### src/rtl/lcd_capture.sv
// LCD pixel-stream capture: rebuilds frame geometry from hsync/vsync, packs
// 2-bit pixels four per byte, and double-buffers frames with tear-free swaps.
module lcd_capture #(
  parameter int WIDTH  = 160,
  parameter int HEIGHT = 144,
  parameter int ADDR_W = 13
) (
  input  logic              clk,
  input  logic              rst_n,
  input  logic              lcd_hsync,
  input  logic              lcd_vsync,
  input  logic              lcd_pixel,
  input  logic [1:0]        lcd_color,
  input  logic              err_clr,
  output logic [ADDR_W-1:0] fb_addr,
  output logic [7:0]        fb_d_wr,
  output logic              fb_write,
  output logic              fb_bank,
  output logic              disp_bank,
  output logic              frame_done,
  output logic              frame_err,
  output logic [2:0]        err_flags
);

  localparam int XW = $clog2(WIDTH + 1);
  localparam int YW = $clog2(HEIGHT + 2);

  typedef enum logic [1:0] {SYNC, LINE, HBLANK, VBLANK} state_t;

  state_t            state_q, state_d;
  logic              hsync_q, hsync_d, vsync_q, vsync_d;
  logic [XW-1:0]     x_q, x_d;
  logic [YW-1:0]     y_q, y_d;
  logic [ADDR_W-1:0] base_q, base_d;
  logic [7:0]        pack_q, pack_d;
  logic              bad_q, bad_d;
  logic [2:0]        err_q, err_d;
  logic              wr_q, wr_d;
  logic [7:0]        wdata_q, wdata_d;
  logic [ADDR_W-1:0] waddr_q, waddr_d;
  logic              done_q, done_d, ferr_q, ferr_d;
  logic              fb_bank_q, fb_bank_d, disp_bank_q, disp_bank_d;

  logic              hs_rise, hs_fall, vs_rise, vs_fall, pix_ok;
  logic [YW-1:0]     y_inc;
  logic [7:0]        pack_new;
  logic [2:0]        err_set;
  logic              close, frame_bad;

  assign hs_rise = lcd_hsync & ~hsync_q;
  assign hs_fall = ~lcd_hsync & hsync_q;
  assign vs_rise = lcd_vsync & ~vsync_q;
  assign vs_fall = ~lcd_vsync & vsync_q;
  assign pix_ok  = lcd_pixel & ~lcd_hsync & ~lcd_vsync;
  // Saturate one past HEIGHT so runaway frames never wrap back to a legal count.
  assign y_inc   = (y_q > YW'(HEIGHT)) ? y_q : y_q + 1'b1;

  always_comb begin
    state_d     = state_q;
    hsync_d     = lcd_hsync;
    vsync_d     = lcd_vsync;
    x_d         = x_q;
    y_d         = y_q;
    base_d      = base_q;
    pack_d      = pack_q;
    bad_d       = bad_q;
    wr_d        = 1'b0;
    wdata_d     = wdata_q;
    waddr_d     = waddr_q;
    done_d      = 1'b0;
    ferr_d      = 1'b0;
    fb_bank_d   = fb_bank_q;
    disp_bank_d = disp_bank_q;
    err_set     = 3'b000;
    pack_new    = pack_q;
    close       = 1'b0;
    frame_bad   = bad_q;

    case (state_q)
      SYNC: begin
        if (vs_fall) begin
          state_d = LINE;
          x_d     = '0;
          y_d     = '0;
          base_d  = '0;
          pack_d  = '0;
          bad_d   = 1'b0;
        end
      end
      LINE: begin
        if (lcd_pixel && !pix_ok) begin
          err_set[1] = 1'b1;
          bad_d      = 1'b1;
        end
        if (vs_rise) begin
          if (x_q != XW'(WIDTH)) err_set[0] = 1'b1;
          close   = 1'b1;
          state_d = VBLANK;
        end else if (hs_rise) begin
          if (x_q != XW'(WIDTH)) begin
            err_set[0] = 1'b1;
            bad_d      = 1'b1;
          end
          state_d = HBLANK;
        end else if (pix_ok) begin
          if (x_q == XW'(WIDTH) || y_q >= YW'(HEIGHT)) begin
            err_set[1] = 1'b1;
            bad_d      = 1'b1;
          end else begin
            pack_new[{x_q[1:0], 1'b0} +: 2] = lcd_color;
            pack_d = pack_new;
            x_d    = x_q + 1'b1;
            if (x_q[1:0] == 2'd3) begin
              wr_d    = 1'b1;
              wdata_d = pack_new;
              waddr_d = base_q + ADDR_W'(x_q >> 2);
            end
          end
        end
      end
      HBLANK: begin
        if (lcd_pixel) begin
          err_set[1] = 1'b1;
          bad_d      = 1'b1;
        end
        if (vs_rise) begin
          close   = 1'b1;
          state_d = VBLANK;
        end else if (hs_fall) begin
          y_d     = y_inc;
          x_d     = '0;
          pack_d  = '0;
          base_d  = base_q + ADDR_W'(WIDTH / 4);
          state_d = LINE;
        end
      end
      VBLANK: begin
        if (lcd_pixel) err_set[1] = 1'b1;
        if (vs_fall) begin
          state_d = LINE;
          x_d     = '0;
          y_d     = '0;
          base_d  = '0;
          pack_d  = '0;
          bad_d   = 1'b0;
        end
      end
      default: state_d = SYNC;
    endcase

    // Frame close: an open line counts as finished, then the whole frame is judged.
    if (close) begin
      y_d = y_inc;
      if (y_inc != YW'(HEIGHT)) err_set[2] = 1'b1;
      frame_bad = bad_d | err_set[0] | err_set[2];
      bad_d     = frame_bad;
      if (!frame_bad) begin
        done_d      = 1'b1;
        disp_bank_d = fb_bank_q;
        fb_bank_d   = ~fb_bank_q;
      end else begin
        ferr_d = 1'b1;
      end
    end

    err_d = err_clr ? 3'b000 : (err_q | err_set);
  end

  always_ff @(posedge clk or negedge rst_n) begin
    if (!rst_n) begin
      state_q     <= SYNC;
      hsync_q     <= 1'b0;
      vsync_q     <= 1'b0;
      x_q         <= '0;
      y_q         <= '0;
      base_q      <= '0;
      pack_q      <= '0;
      bad_q       <= 1'b0;
      err_q       <= 3'b000;
      wr_q        <= 1'b0;
      wdata_q     <= '0;
      waddr_q     <= '0;
      done_q      <= 1'b0;
      ferr_q      <= 1'b0;
      fb_bank_q   <= 1'b0;
      disp_bank_q <= 1'b1;
    end else begin
      state_q     <= state_d;
      hsync_q     <= hsync_d;
      vsync_q     <= vsync_d;
      x_q         <= x_d;
      y_q         <= y_d;
      base_q      <= base_d;
      pack_q      <= pack_d;
      bad_q       <= bad_d;
      err_q       <= err_d;
      wr_q        <= wr_d;
      wdata_q     <= wdata_d;
      waddr_q     <= waddr_d;
      done_q      <= done_d;
      ferr_q      <= ferr_d;
      fb_bank_q   <= fb_bank_d;
      disp_bank_q <= disp_bank_d;
    end
  end

  assign fb_addr    = waddr_q;
  assign fb_d_wr    = wdata_q;
  assign fb_write   = wr_q;
  assign fb_bank    = fb_bank_q;
  assign disp_bank  = disp_bank_q;
  assign frame_done = done_q;
  assign frame_err  = ferr_q;
  assign err_flags  = err_q;

endmodule
### config.mk
export PLATFORM = sky130hd
export DESIGN_NAME = lcd_capture
export DESIGN_NICKNAME = d
export VERILOG_FILES = /design/src/rtl/lcd_capture.sv
export SDC_FILE = /design/constraint.sdc
export NUM_CORES = 1
export LEC_CHECK = 0
export ABC_CLOCK_PERIOD_IN_PS = 2800
export BUFFER_PORTS_ARGS = -buffer_cell sky130_fd_sc_hd__buf_2
export CORE_MARGIN = 3
export CORE_UTILIZATION = 45
export CTS_CLUSTER_DIAMETER = 50
export DETAILED_ROUTE_END_ITERATION = 8
export GPL_TIMING_DRIVEN = 0
export SYNTH_ARGS = -nofsm -noshare
export SYNTH_HDL_FRONTEND = slang
export SYNTH_SLANG_ARGS = --single-unit
### constraint.sdc
create_clock -name clk -period 2.8 [get_ports clk]
set_clock_uncertainty 0.1 [all_clocks]
set_input_delay 0.14 -clock clk [delete_from_list [all_inputs] [get_ports clk]]
set_output_delay 0.14 -clock clk [all_outputs]
set_load 0.1 [all_outputs]
Word level (Yosys, flattened, before mapping):

Index checks and enable logic that the tools add are counted.

* word-level logic and storage cells: 143
* bits in registers: 71
* output and inout bits: 29

* reduce and logical (&&, ||, !) cells: 15
* muxes and demuxes: 66
* shift operators: 2
* equal/unequal tests: 19
* bitwise gates (word level): 18
* magnitude comparators: 2
* add/sub/neg operators: 5

Operators with widths (number)
* $mux 8: 15
* $pmux 8 s3: 2
* $mux 13: 3
* $mux 1: 34
* $pmux 13 s2: 1
* $add 8x1->8 const B: 2
* $ne 8x8->1 const B: 2
* $pmux 8 s2: 1
* $add 13x6->13: 1
* $add 13x6->13 const B: 1
* $ne 2x2->1 const B: 6
* $ne 3x3->1 const B: 4
* $mux 2: 5
* $not 1->1: 9
* $bwmux 8: 1
* $eq 8x8->1 const B: 1
* $ge 8x8->1 const B: 1
* $gt 8x8->1 const B: 1
* $reduce_and 4->1: 2
* $shift 2x5->8 const A: 1
* $shiftx 2x5->8: 1
* $reduce_and 7->1: 1
* $and 1x1->1: 6
* $eq 2x2->1 const B: 3
* 20 further kinds: 23

Longest topological paths before layout:

Gate-level depths: netlist (run 1).

* depth in word-level cells: 15
* depth in mapped cells: 9

Worst setup path before layout (run 1):

OpenSTA, ideal clock, no wires.

* path kind: reg2reg
* start: register x_q[0]
* end: register disp_bank_q (netlist: disp_bank)
* arrival time: 2.307 ns
* stages on the path, launching flop included: 9
* path slack: 0.309 ns
* path through: dfrtp_1 > inv_1 > ha_1 > and4bb_1 > a2111oi_0 > a2111oi_4 > nand2_1 > or3_4 > mux2_4

* word-level cells in the longest chain between the ends: 11
* elaborated cells between the ends (all ways): 17
* those cells by class: eq/ne: 2; mux: 10; bitwise: 3; reduce/logical: 2

RTL lines
* start: declaration: RTL line 32 `logic [XW-1:0] x_q, x_d;`
* start signal: assignment: RTL line 174 `x_q <= '0;`
* start signal: assignment: RTL line 191 `x_q <= x_d;`
* $eq 8x8->1: RTL line 106 `if (x_q == XW'(WIDTH) || y_q >= YW'(HEIGHT)) begin`
* $logic_or 1x1->1: RTL line 106
* $mux 1: RTL line 106
* $mux 1: RTL line 105 `end else if (pix_ok) begin`
* $mux 1: RTL line 99 `end else if (hs_rise) begin`
* $mux 1: RTL line 95 `if (vs_rise) begin`
* $pmux 1 s3: RTL line 79 `case (state_q)`
* $or 1x1->1 (*) (2 in a row): RTL line 155 `frame_bad = bad_d | err_set[0] | err_set[2];`
* $not 1->1 (no source line) (*)
* $reduce_and 2->1 (no source line) (*)
* end signal: assignment: RTL line 203 `disp_bank_q <= disp_bank_d;`
* end: declaration: RTL line 42 `logic fb_bank_q, fb_bank_d, disp_bank_q, disp_bank_d;`

Every way passes the cells marked *; elsewhere a longest branch is shown, timed or not.
A chain may end at the register's enable or synchronous reset.

Worst setup path after layout (run 1):

Ends and elaborated chain as after synthesis.

==> metrics.md, run 1 <==
| Metric | Value |
|---|---|
| Via-per-instance ratio | `5.32` |
| Clock Tree Buf Depth | `2` |
| Setup-failing EPs final | `0` |
| Final non-filler cell total | `577` |
| Clock sinks | `between 60 and 70` |
| Grt ovf | `0` |
| Pin count of the biggest net entering global routing | `~70` |
| Vias in the first global route | `about 3000` |
| Worst-path clk slew | `80 ps` |
| IO Count | `37` |
| Worst Tran Pin Value | `about 850 ps` |
| Max-cap violations | `0` |
| Primary FF master, synth | `dfrtp_1` |
| Fillers | `779` |
| Leak pwr | `~2.0 nW` |
| Syn Inst Count | `415` |
| Area leader, netlist | `dfrtp_1` |
| Post-synth ARST share | `100%` |
| IO Port Bufs | `36` |
| Fmax | `376 MHz` |
| Clock latency on the worst-skew pair | `around 350 ps` |
| Crit path max fanout | `9` |
| Net Count, Synth | `439` |
| Dpl hpwl | `5.77 mm` |
| DR DRC count | `0` |
| YS warnings | `0` |
| Multi-input logic area | `about 2000 um2` |
| Iteration-0 DRC Markers | `98` |
| Minimum clock period | `2660 ps` |
| Power density over cell area | `821 nW/um2` |
| Global-route wire length before repair | `14.2 mm` |
| Overall Power | `approximately 3.7 mW` |
| Initial Util | `a little under half` |
| CP startpoint kind | `flip-flop` |
| Share of cells above drive strength 1 | `19.9%` |
| Synth top area cells | `dfrtp_1 44%, nand2_1 5.6%, o21ai_0 5.5%, ha_1 5.2%, mux2_2 2.9%` |
| Crit path required time | `about 3000 ps` |
| Nets | `491` |
| Core Region | `between 8000 and 9000 um2` |
| DR vias | `~3100` |
| Die width | `98.5 um` |
| Slew Limit Fails | `0` |
| Clock root cell | `clkbuf_8` |
| Die height | `~99 um` |
| Distinct cells, synth | `between 60 and 70` |
| Mean post-synth cell area | `9.29 um2` |
| Worst hold slack | `138 ps` |
| Crit share post-route | `95.1%` |
| Final wirelength | `8.26 mm` |
| Most numerous cell in the Yosys netlist | `dfrtp_1` |
| Sum Neg Setup Slack | `0 ps` |
| Post-synth EDFFs | `0` |
| Diodes inserted | `0` |
| H-tree levels | `3` |
| Post-CTS setup buffer count | `0` |
| Fin. Hold Viols | `0` |
| Post-synth top area share | `43.5%` |
| Critical path data arrival time | `2840 ps` |
| TritonRoute pass-1 iters | `4` |
| Type of the most critical hold path | `primary input to flip-flop` |
| CTS tree | `built` |
| Placed cells | `556` |
| Post-synthesis sequential area ratio | `between 40% and 50%` |
| CP endpoint kind | `flip-flop` |
| Run status | `finished clean` |
| CTS Buf Count | `9` |
| Flops & latches, synth | `68` |
| Area delta synth->final | `16.4%` |
| Row cnt | `33` |
| Reg area | `1700 um2` |
| Tot GR Track Use | `between 10% and 20%` |
| Final core area utilization | `54.3%` |
| Die area | `9710 um2` |
| Max-slew headroom | `43.2%` |
| GPL Wtd Cong | `0.831` |
| Worst vdd ir | `0.376 mV` |
| Initial antenna violation count | `0` |
| RSZ-0062 raised after global routing | `no` |
| Post-synth top cells | `67 x dfrtp_1, 57 x nand2_1, 42 x o21ai_0` |
| Critical path class | `flip-flop to flip-flop` |
| Post-route antenna net violation count | `0` |
| Post-DR wirelength/cell | `14.3 um` |
| Netlist Area Pre-Place | `3850 um2` |
## layout make-up
cell class	count	share of cell area, %
multi-input cells	305	44.1
plain buffers	19	2.34
inverters	23	1.93
well taps	105	2.93
clock buffers	9	2.76
clock inverters	7	2.76
flip-flops and latches	68	38.0
repair buffers	41	5.19
## cells in the final DEF, fill, tap and decap left out, types with 4 or more instances in the layout
master,netlist,final
a31oi_1,4,4
nor2_1,30,30
nand3_1,15,15
a22o_1,4,4
xor2_1,4,4
mux2_2,10,10
or3_1,6,6
nor2b_1,9,9
nand4_1,9,9
buf_2,0,35
nand2b_1,4,4
nor3_1,10,10
xnor2_1,12,12
dlygate4sd3_1,0,5
clkbuf_8,0,9
clkbuf_1,13,11
o21ai_0,42,42
ha_1,16,15
dfrtp_1,67,66
inv_1,23,23
nand2_1,57,57
o31ai_1,4,4
a21oi_1,16,16
## through the flow
step / setup slack, ps / instance area, um2
after floorplan: 309 / 3850
after global placement: 39.1 / 4170
after detailed placement: -2.47 / 4170
after CTS: 21.2 / 4470
after global routing: 31.4 / 4480
final: 138 / 4480
## sequential cells by signal, summed over array words and instances (netlist names), 2 cells and up
signal / cells
err_flags: 3
base_q: 10
fb_addr: 13
fb_d_wr: 8
state_q: 2
pack_q: 8
y_q: 8
x_q: 8
## layer usage
layer	track usage, %	part of all wire, %	wire length [um]	up-vias
met3	2.90	3.3	275	16
met4	8.19	2.4	196	0
met5	0	0	0	-
met1	25.9	50	4150	1437
li1	-	-	-	1563
met2	26.2	44	3630	54
## power breakdown
group          internal, mW  switching, mW
logic                 0.483          0.992
clock network         0.597          0.403
registers              1.09          0.111
## path summary, 6_finish.rpt
check	start	end	slack (ps)	cells after the start
max	x_q[0]	disp_bank	140	8
min	lcd_color[0]	pack_q[2]	140	5
max reg2reg	x_q[0]	disp_bank	140	8
min reg2reg	fb_addr[10]	fb_addr[10]	380	2
max in group asynchronous	rst_n	x_q[0]	1660	2
min in group asynchronous	rst_n	fb_addr[12]	360	2
## what timing repair did
action	in CTS	in global routing
setup endpoints to repair	1	10
endpoints found under the hold margin	72	0
gates resized for setup	1	6
pin swaps	0	0
hold buffers	5	0
## critical path, cell delays in order, from the launching register on
cell and delay [ps]:
dfrtp_2 470, inv_1 140, ha_2 250, and4bb_1 260, a2111oi_1 120, a2111oi_4 400
nand2_1 110, or3_4 430, mux2_4 310
## cell families after synthesis
family,synth area share [%]
XOR/XNOR,3.64
multiplexers,3.31
buffers and inverters,4.90
AND/OR/NAND/NOR,20.7
AO/OA/AOI/OAI,18.1
flip-flops,44.2
adder cells (fa/ha/maj),5.19
No activity file was read; power rests on OpenSTA's default activity.
==> inputs of run 2 (changes only) <==
--- a/config.mk
+++ b/config.mk
@@ -12,6 +12,7 @@
 export CTS_CLUSTER_DIAMETER = 50
 export DETAILED_ROUTE_END_ITERATION = 8
 export GPL_TIMING_DRIVEN = 0
+export SLEW_MARGIN = 20
 export SYNTH_ARGS = -nofsm -noshare
 export SYNTH_HDL_FRONTEND = slang
 export SYNTH_SLANG_ARGS = --single-unit
==> constraint.sdc (replaced) <==
create_clock -name clk -period 2.8 [get_ports clk]
set_clock_uncertainty 0.1 [all_clocks]
set_input_delay 0 -clock clk [delete_from_list [all_inputs] [get_ports clk]]
set_output_delay 0 -clock clk [all_outputs]
set_load 0.1 [all_outputs]
==> metrics.md, run 2 (synthesis results as in run 1) <==
| Metric | Value |
|---|---|
| Initial antenna violation count | `0 (unchanged)` |
| Clock root cell | `clkbuf_8` |
| Slew Limit Fails | `0 (unchanged)` |
| Clock latency on the worst-skew pair | `350 ps (about the same)` |
| Critical path origin | `x_q[0]` |
| Initial Util | `46.7% (unchanged)` |
| Share of cells above drive strength 1 | `19.8% (-0.13 points)` |
| Area delta synth->final | `16.4% (about the same)` |
| Clock sinks | `68 (unchanged)` |
| Die width | `98.5 um (unchanged)` |
| Type of the most critical hold path | `primary input to async pin` |
| TritonRoute pass-1 iters | `4 (unchanged)` |
| RSZ-0062 raised after global routing | `yes` |
| Crit path cell chain | `inv_1 > ha_2 > and4bb_1 > a2111oi_0 > a2111oi_4 > nand2_1 > or3_4 > mux2_4` |
| Worst R2R End | `disp_bank` |
| Net Sw Frac | `41.9% (+0.98 points)` |
| Row cnt | `33 (unchanged)` |
| Grt ovf | `0 (unchanged)` |
| GPL Wtd Cong | `0.831 (unchanged)` |
| Max-slew headroom | `50.0% (+6.8 points)` |
| CP endpoint kind | `flip-flop` |
| Via-per-instance ratio | `5.33 (+0.26%)` |
| Final non-filler cell total | `580 (+0.52%)` |
| IO Count | `37 (unchanged)` |
| Max-cap violations | `0 (unchanged)` |
| Pin count of the biggest net entering global routing | `36 (-48%)` |
| Fmax | `368 MHz (-2.1%)` |
| Vias in the first global route | `2958 (-1.6%)` |
| Crit path max fanout | `9 (unchanged)` |
| Setup-failing EPs final | `0 (unchanged)` |
| Minimum clock period | `2720 ps (+57.3 ps)` |
| CTS Buf Count | `9 (unchanged)` |
| IO Port Bufs | `36 (unchanged)` |
| Critical path class | `flip-flop to flip-flop` |
| Crit path required time | `2990 ps (about the same)` |
| Commonest non-fill, non-tap cell in the layout | `dfrtp_1` |
| Clock Tree Buf Depth | `2 (unchanged)` |
| Die height | `98.5 um (unchanged)` |
| CTS tree | `built` |
| Final Instance Area | `4490 um2 (about the same)` |
| Post-DP Area | `4190 um2 (+0.48%)` |
| Worst vdd ir | `0.524 mV (+39%)` |
| Clk pwr share | `25.6% (-1.6 points)` |
| Post-route antenna net violation count | `0 (unchanged)` |
| Diodes inserted | `0 (unchanged)` |
| Die area | `9710 um2 (unchanged)` |
| Sum Neg Setup Slack | `0 ps (unchanged)` |
| Worst r2r path cells | `8 (unchanged)` |
| Critical path data arrival time | `2910 ps (+70 ps)` |
| DR DRC count | `0 (unchanged)` |
| Most frequent cells in the layout | `66 x dfrtp_1, 57 x nand2_1, 42 x o21ai_0, 35 x buf_2, 30 x nor2_1` |
| Worst path max stage delay | `470 ps (about the same)` |
| Slowest CP cell | `dfrtp_2` |
| Power density over cell area | `794 nW/um2 (-3.2%)` |
| Internal power | `2.07 mW (-4.8%)` |
| CP startpoint kind | `flip-flop` |
| Fin. Hold Viols | `0 (unchanged)` |
| Logic pwr share | `40.7% (+0.6 points)` |
| Nets | `494 (+0.61%)` |
| Net switching power | `1.49 mW (-0.83%)` |
| Post-DR wirelength/cell | `14.2 um (-0.93%)` |
| DR vias | `3094 (+0.78%)` |
| Tot GR Track Use | `18.2% (+0.31 points)` |
| Core Region | `8260 um2 (unchanged)` |
| Sequential power share | `33.8% (+1.1 points)` |
| Overall Power | `3.56 mW (-3.1%)` |
| Dpl hpwl | `5.91 mm (+2.4%)` |
| Final wirelength | `8.22 mm (-0.41%)` |
| Max reg flops | `13 (unchanged)` |
| Origin of the critical flop-to-flop path | `x_q[0]` |
| Post-CTS setup buffer count | `0 (unchanged)` |
| Worst-path clk slew | `80 ps (about the same)` |
| Iteration-0 DRC Markers | `111 (+13%)` |
| Worst Tran Pin Value | `731 ps (-122 ps)` |
| Placed cells | `557 (+0.18%)` |
| Crit share post-route | `97.1% (+2.0 points)` |
| Final core area utilization | `54.3% (about the same)` |
| Leak pwr | `2.03 nW (+0.25%)` |
| Run status | `finished clean` |
| Reg2Reg Setup Slack | `80 ps (-60 ps)` |
| H-tree levels | `3 (unchanged)` |
| End of the critical path | `disp_bank` |
| Global-route wire length before repair | `14.3 mm (+0.44%)` |
run 2: cell count changes in the layout (fill, tap and decap cells not counted):
cell,delta
clkbuf_2,-1
a2111oi_1,-1
clkinv_2,+1
a2111oi_0,+1
clkinv_4,+1
clkinvlp_4,-1
dlygate4sd3_1,+2
buf_12,+1
clkbuf_1,+1
a2bb2oi_2,+1
bufinv_16,-1
a2bb2oi_4,-1
run 2: layout make-up:
cell class	instances	area, um2
fill	767	3770
multi-input combinational	305	1960
sequential	68	1700
timing repair buffer	44	273
tap	105	131
clock buffer	9	124
buffer	19	104
clock inverter	7	100
inverter	23	86.3
run 2: how the worst min path moves through the flow:
stage | to | slack (ps)
global placement | hsync_q | 50
global route | fb_addr[12] | 70
finish | fb_addr[12] | 30
floorplan | bad_q | -400
detailed placement | fb_addr[12] | -120
CTS | fb_addr[12] | 30
run 2: critical path, delay by kind of cell (launching register included):
kind                     cells  cell delay, ps
AO/OA/AOI/OAI                2             570
AND/OR/NAND/NOR              3             810
multiplexers                 1             310
buffers and inverters        1             140
adder cells (fa/ha/maj)      1             250
flip-flops                   1             470
run 2: metal layers:
layer  track usage (%)  vias up  part of all wire, %
li1                  -     1573                    -
met1              26.2     1439                   50
met2              26.7       68                   44
met3              3.33       14                  4.1
met4              7.88        0                  2.2
met5                 0        -                    0
run 2: timing repair:
item                       4_1_cts  5_1_grt
setup endpoints to repair        0        5
hold buffers                     7        0
gates resized for setup          0        4
hold endpoints to repair        78        0
run 2: per-stage QoR:
step | hold slack [ps] | setup WS (ps)
2_1_floorplan | -396 | 309
3_3_place_gp | 51.6 | 39.1
3_5_place_dp | -117 | 18.5
4_1_cts | 31.5 | 16.2
5_1_grt | 69.8 | -52.4
6_report | 32.0 | 80.8
run 2: power groups by stage:
stage / Combinational [mW] / Sequential (mW) / Clock [mW]
floorplan: 0.988 / 1.31 / 0
global placement: 1.42 / 1.22 / 0
detailed placement: 1.44 / 1.22 / 0
CTS: 1.45 / 1.20 / 0.940
global route: 1.64 / 1.22 / 0.987
finish: 1.45 / 1.20 / 0.911
==> inputs of run 3 (changes only) <==
==> constraint.sdc (replaced) <==
create_clock -name clk -period 2.8 [get_ports clk]
set_clock_uncertainty 0.1 [all_clocks]
set_input_delay 0.14 -clock clk [delete_from_list [all_inputs] [get_ports clk]]
set_output_delay 0.14 -clock clk [all_outputs]
set_load 0.1 [all_outputs]
==> metrics.md, run 3 (synthesis results as in run 1) <==
| Metric | Value |
|---|---|
| Run status | `finished clean` |
| Crit path required time | `2990 ps (about the same)` |
| Most frequent cells in the layout | `66 x dfrtp_1, 57 x nand2_1, 42 x o21ai_0, 35 x buf_2, 30 x nor2_1` |
| Post-DR wirelength/cell | `14.2 um (-0.13%)` |
| Max-slew headroom | `46.5% (-3.5 points)` |
| Net switching power | `1.49 mW (-0.41%)` |
| Row cnt | `33 (unchanged)` |
| Setup WS pre-CTS | `18.5 ps (unchanged)` |
| IO Count | `37 (unchanged)` |
| Fmax | `378 MHz (+2.8%)` |
| Crit path cell chain | `inv_1 > ha_1 > clkbuf_1 > o22ai_1 > a31oi_1 > a2111oi_4 > nand2_1 > or3_4 > mux2_4` |
| RSZ-0062 raised after global routing | `yes` |
| Initial Util | `46.7% (unchanged)` |
| Worst hold slack | `136 ps (+104 ps)` |
| IO Port Bufs | `36 (unchanged)` |
| Placed cells | `557 (unchanged)` |
| Clock root cell | `clkbuf_8` |
| Die width | `98.5 um (unchanged)` |
| Grt ovf | `0 (unchanged)` |
| CP endpoint kind | `flip-flop` |
| Worst path max stage delay | `430 ps (-40 ps)` |
| Net Sw Frac | `41.8% (-0.14 points)` |
| Logic pwr share | `40.7% (about the same)` |
| Vias in the first global route | `2925 (-1.1%)` |
| Global-route wire length before repair | `14.2 mm (-0.92%)` |
| Worst Tran Pin Value | `782 ps (+51.4 ps)` |
| Pin count of the biggest net entering global routing | `36 (unchanged)` |
| Via-per-instance ratio | `5.35 (+0.22%)` |
| Diodes inserted | `0 (unchanged)` |
| Critical path class | `flip-flop to flip-flop` |
| CTS tree | `built` |
| Worst-path clk slew | `80 ps (about the same)` |
| Type of the most critical hold path | `primary input to flip-flop` |
| Clock Tree Buf Depth | `2 (unchanged)` |
| Worst vdd ir | `0.523 mV (-0.34%)` |
| Internal power | `2.07 mW (+0.15%)` |
| Sequential power share | `33.8% (about the same)` |
| H-tree levels | `3 (unchanged)` |
| Slowest CP cell | `or3_4` |
| Clock sinks | `68 (unchanged)` |
| Dpl hpwl | `5.91 mm (unchanged)` |
| Share of cells above drive strength 1 | `19.9% (+0.084 points)` |
| Initial antenna violation count | `0 (unchanged)` |
| Setup-failing EPs final | `0 (unchanged)` |
| Area delta synth->final | `15.9%` |
| Post-route antenna net violation count | `0 (unchanged)` |
| Clock latency on the worst-skew pair | `350 ps (about the same)` |
| Slew Limit Fails | `0 (unchanged)` |
| CTS Buf Count | `9 (unchanged)` |
| Commonest non-fill, non-tap cell in the layout | `dfrtp_1` |
| GPL Wtd Cong | `0.831 (unchanged)` |
| Reg area | `1700 um2 (unchanged)` |
| Minimum clock period | `2650 ps (-72.9 ps)` |
| Iteration-0 DRC Markers | `105 (-5.4%)` |
| Nets | `492 (-0.40%)` |
| Final wirelength | `8.18 mm (-0.47%)` |
| Power density over cell area | `797 nW/um2 (+0.37%)` |
| Max reg flops | `13 (unchanged)` |
| Tot GR Track Use | `18.0% (-0.15 points)` |
| CP startpoint kind | `flip-flop` |
| Final non-filler cell total | `578 (-0.34%)` |
| DR DRC count | `0 (unchanged)` |
| Fin. Hold Viols | `0 (unchanged)` |
| TritonRoute pass-1 iters | `4 (unchanged)` |
| Setup ws final | `154 ps (+72.9 ps)` |
| Max-cap violations | `0 (unchanged)` |
| Critical path data arrival time | `2830 ps (-80 ps)` |
| DR vias | `3090 (-0.13%)` |
| Crit path max fanout | `8 (-1)` |
| Die height | `98.5 um (unchanged)` |
| Clk pwr share | `25.5% (about the same)` |
| Leak pwr | `2.02 nW (-0.43%)` |
| Multi-input logic area | `1960 um2 (unchanged)` |
| Core Region | `8260 um2 (unchanged)` |
| Overall Power | `3.56 mW (about the same)` |
| Crit share post-route | `94.5% (-2.6 points)` |
| Die area | `9710 um2 (unchanged)` |
| Final core area utilization | `54.1% (-0.24 points)` |
| Fillers | `769 (+0.26%)` |
==> run 3: final cells by class <==
type	count	area share (%)
multi-input cells	305	44.0
flip-flops and latches	68	38.2
repair buffers	42	5.66
well taps	105	2.94
clock buffers	9	2.77
plain buffers	19	2.32
clock inverters	7	2.24
inverters	23	1.93
==> run 3: timing repair <==
item,4_1_cts,5_1_grt
hold buffers,5,0
buffers inserted,0,0
resized for setup,0,4
setup endpoints to repair,0,5
hold endpoints to repair,39,0
==> run 3: power by group through the flow <==
stage	registers, mW	logic (mW)	clock network (mW)
after floorplan	1.31	0.988	0
after global placement	1.22	1.42	0
after detailed placement	1.22	1.44	0
after CTS	1.20	1.45	0.940
after global routing	1.22	1.64	0.988
final	1.20	1.45	0.908
==> run 3: metal layers <==
layer	GRT usage [%]	share of wire, %	vias up
met5	0	0	-
met4	7.88	1.8	0
met3	3.33	4.6	12
met2	26.3	44	75
met1	26.1	49	1436
li1	-	-	1567
==> run 3: stage by stage <==
step	setup TNS [ps]	cell area (um2)
global route	-77.5	4470
detailed placement	0	4190
CTS	0	4460
global placement	0	4170
finish	0	4470
floorplan	0	3850
==> run 3: worst paths after layout <==
check                             start     endpoint  slack [ps]  depth (start not counted)
setup reg to reg             state_q[0]    disp_bank         150                          9
hold / removal             lcd_color[0]    pack_q[2]         140                          5
hold reg to reg              fb_addr[7]   fb_addr[7]         370                          2
min in group asynchronous         rst_n  fb_addr[12]         170                          2
max in group asynchronous         rst_n    disp_bank        1830                          3
setup / recovery             state_q[0]    disp_bank         150                          9
==> run 3: worst max-delay path: cells and delay by family, from the launching register on <==
kind / cells / cell delay [ps]
adder cells (fa/ha/maj): 1 / 200
flip-flops: 1 / 420
AND/OR/NAND/NOR: 2 / 550
multiplexers: 1 / 310
AO/OA/AOI/OAI: 3 / 700
buffers and inverters: 2 / 300
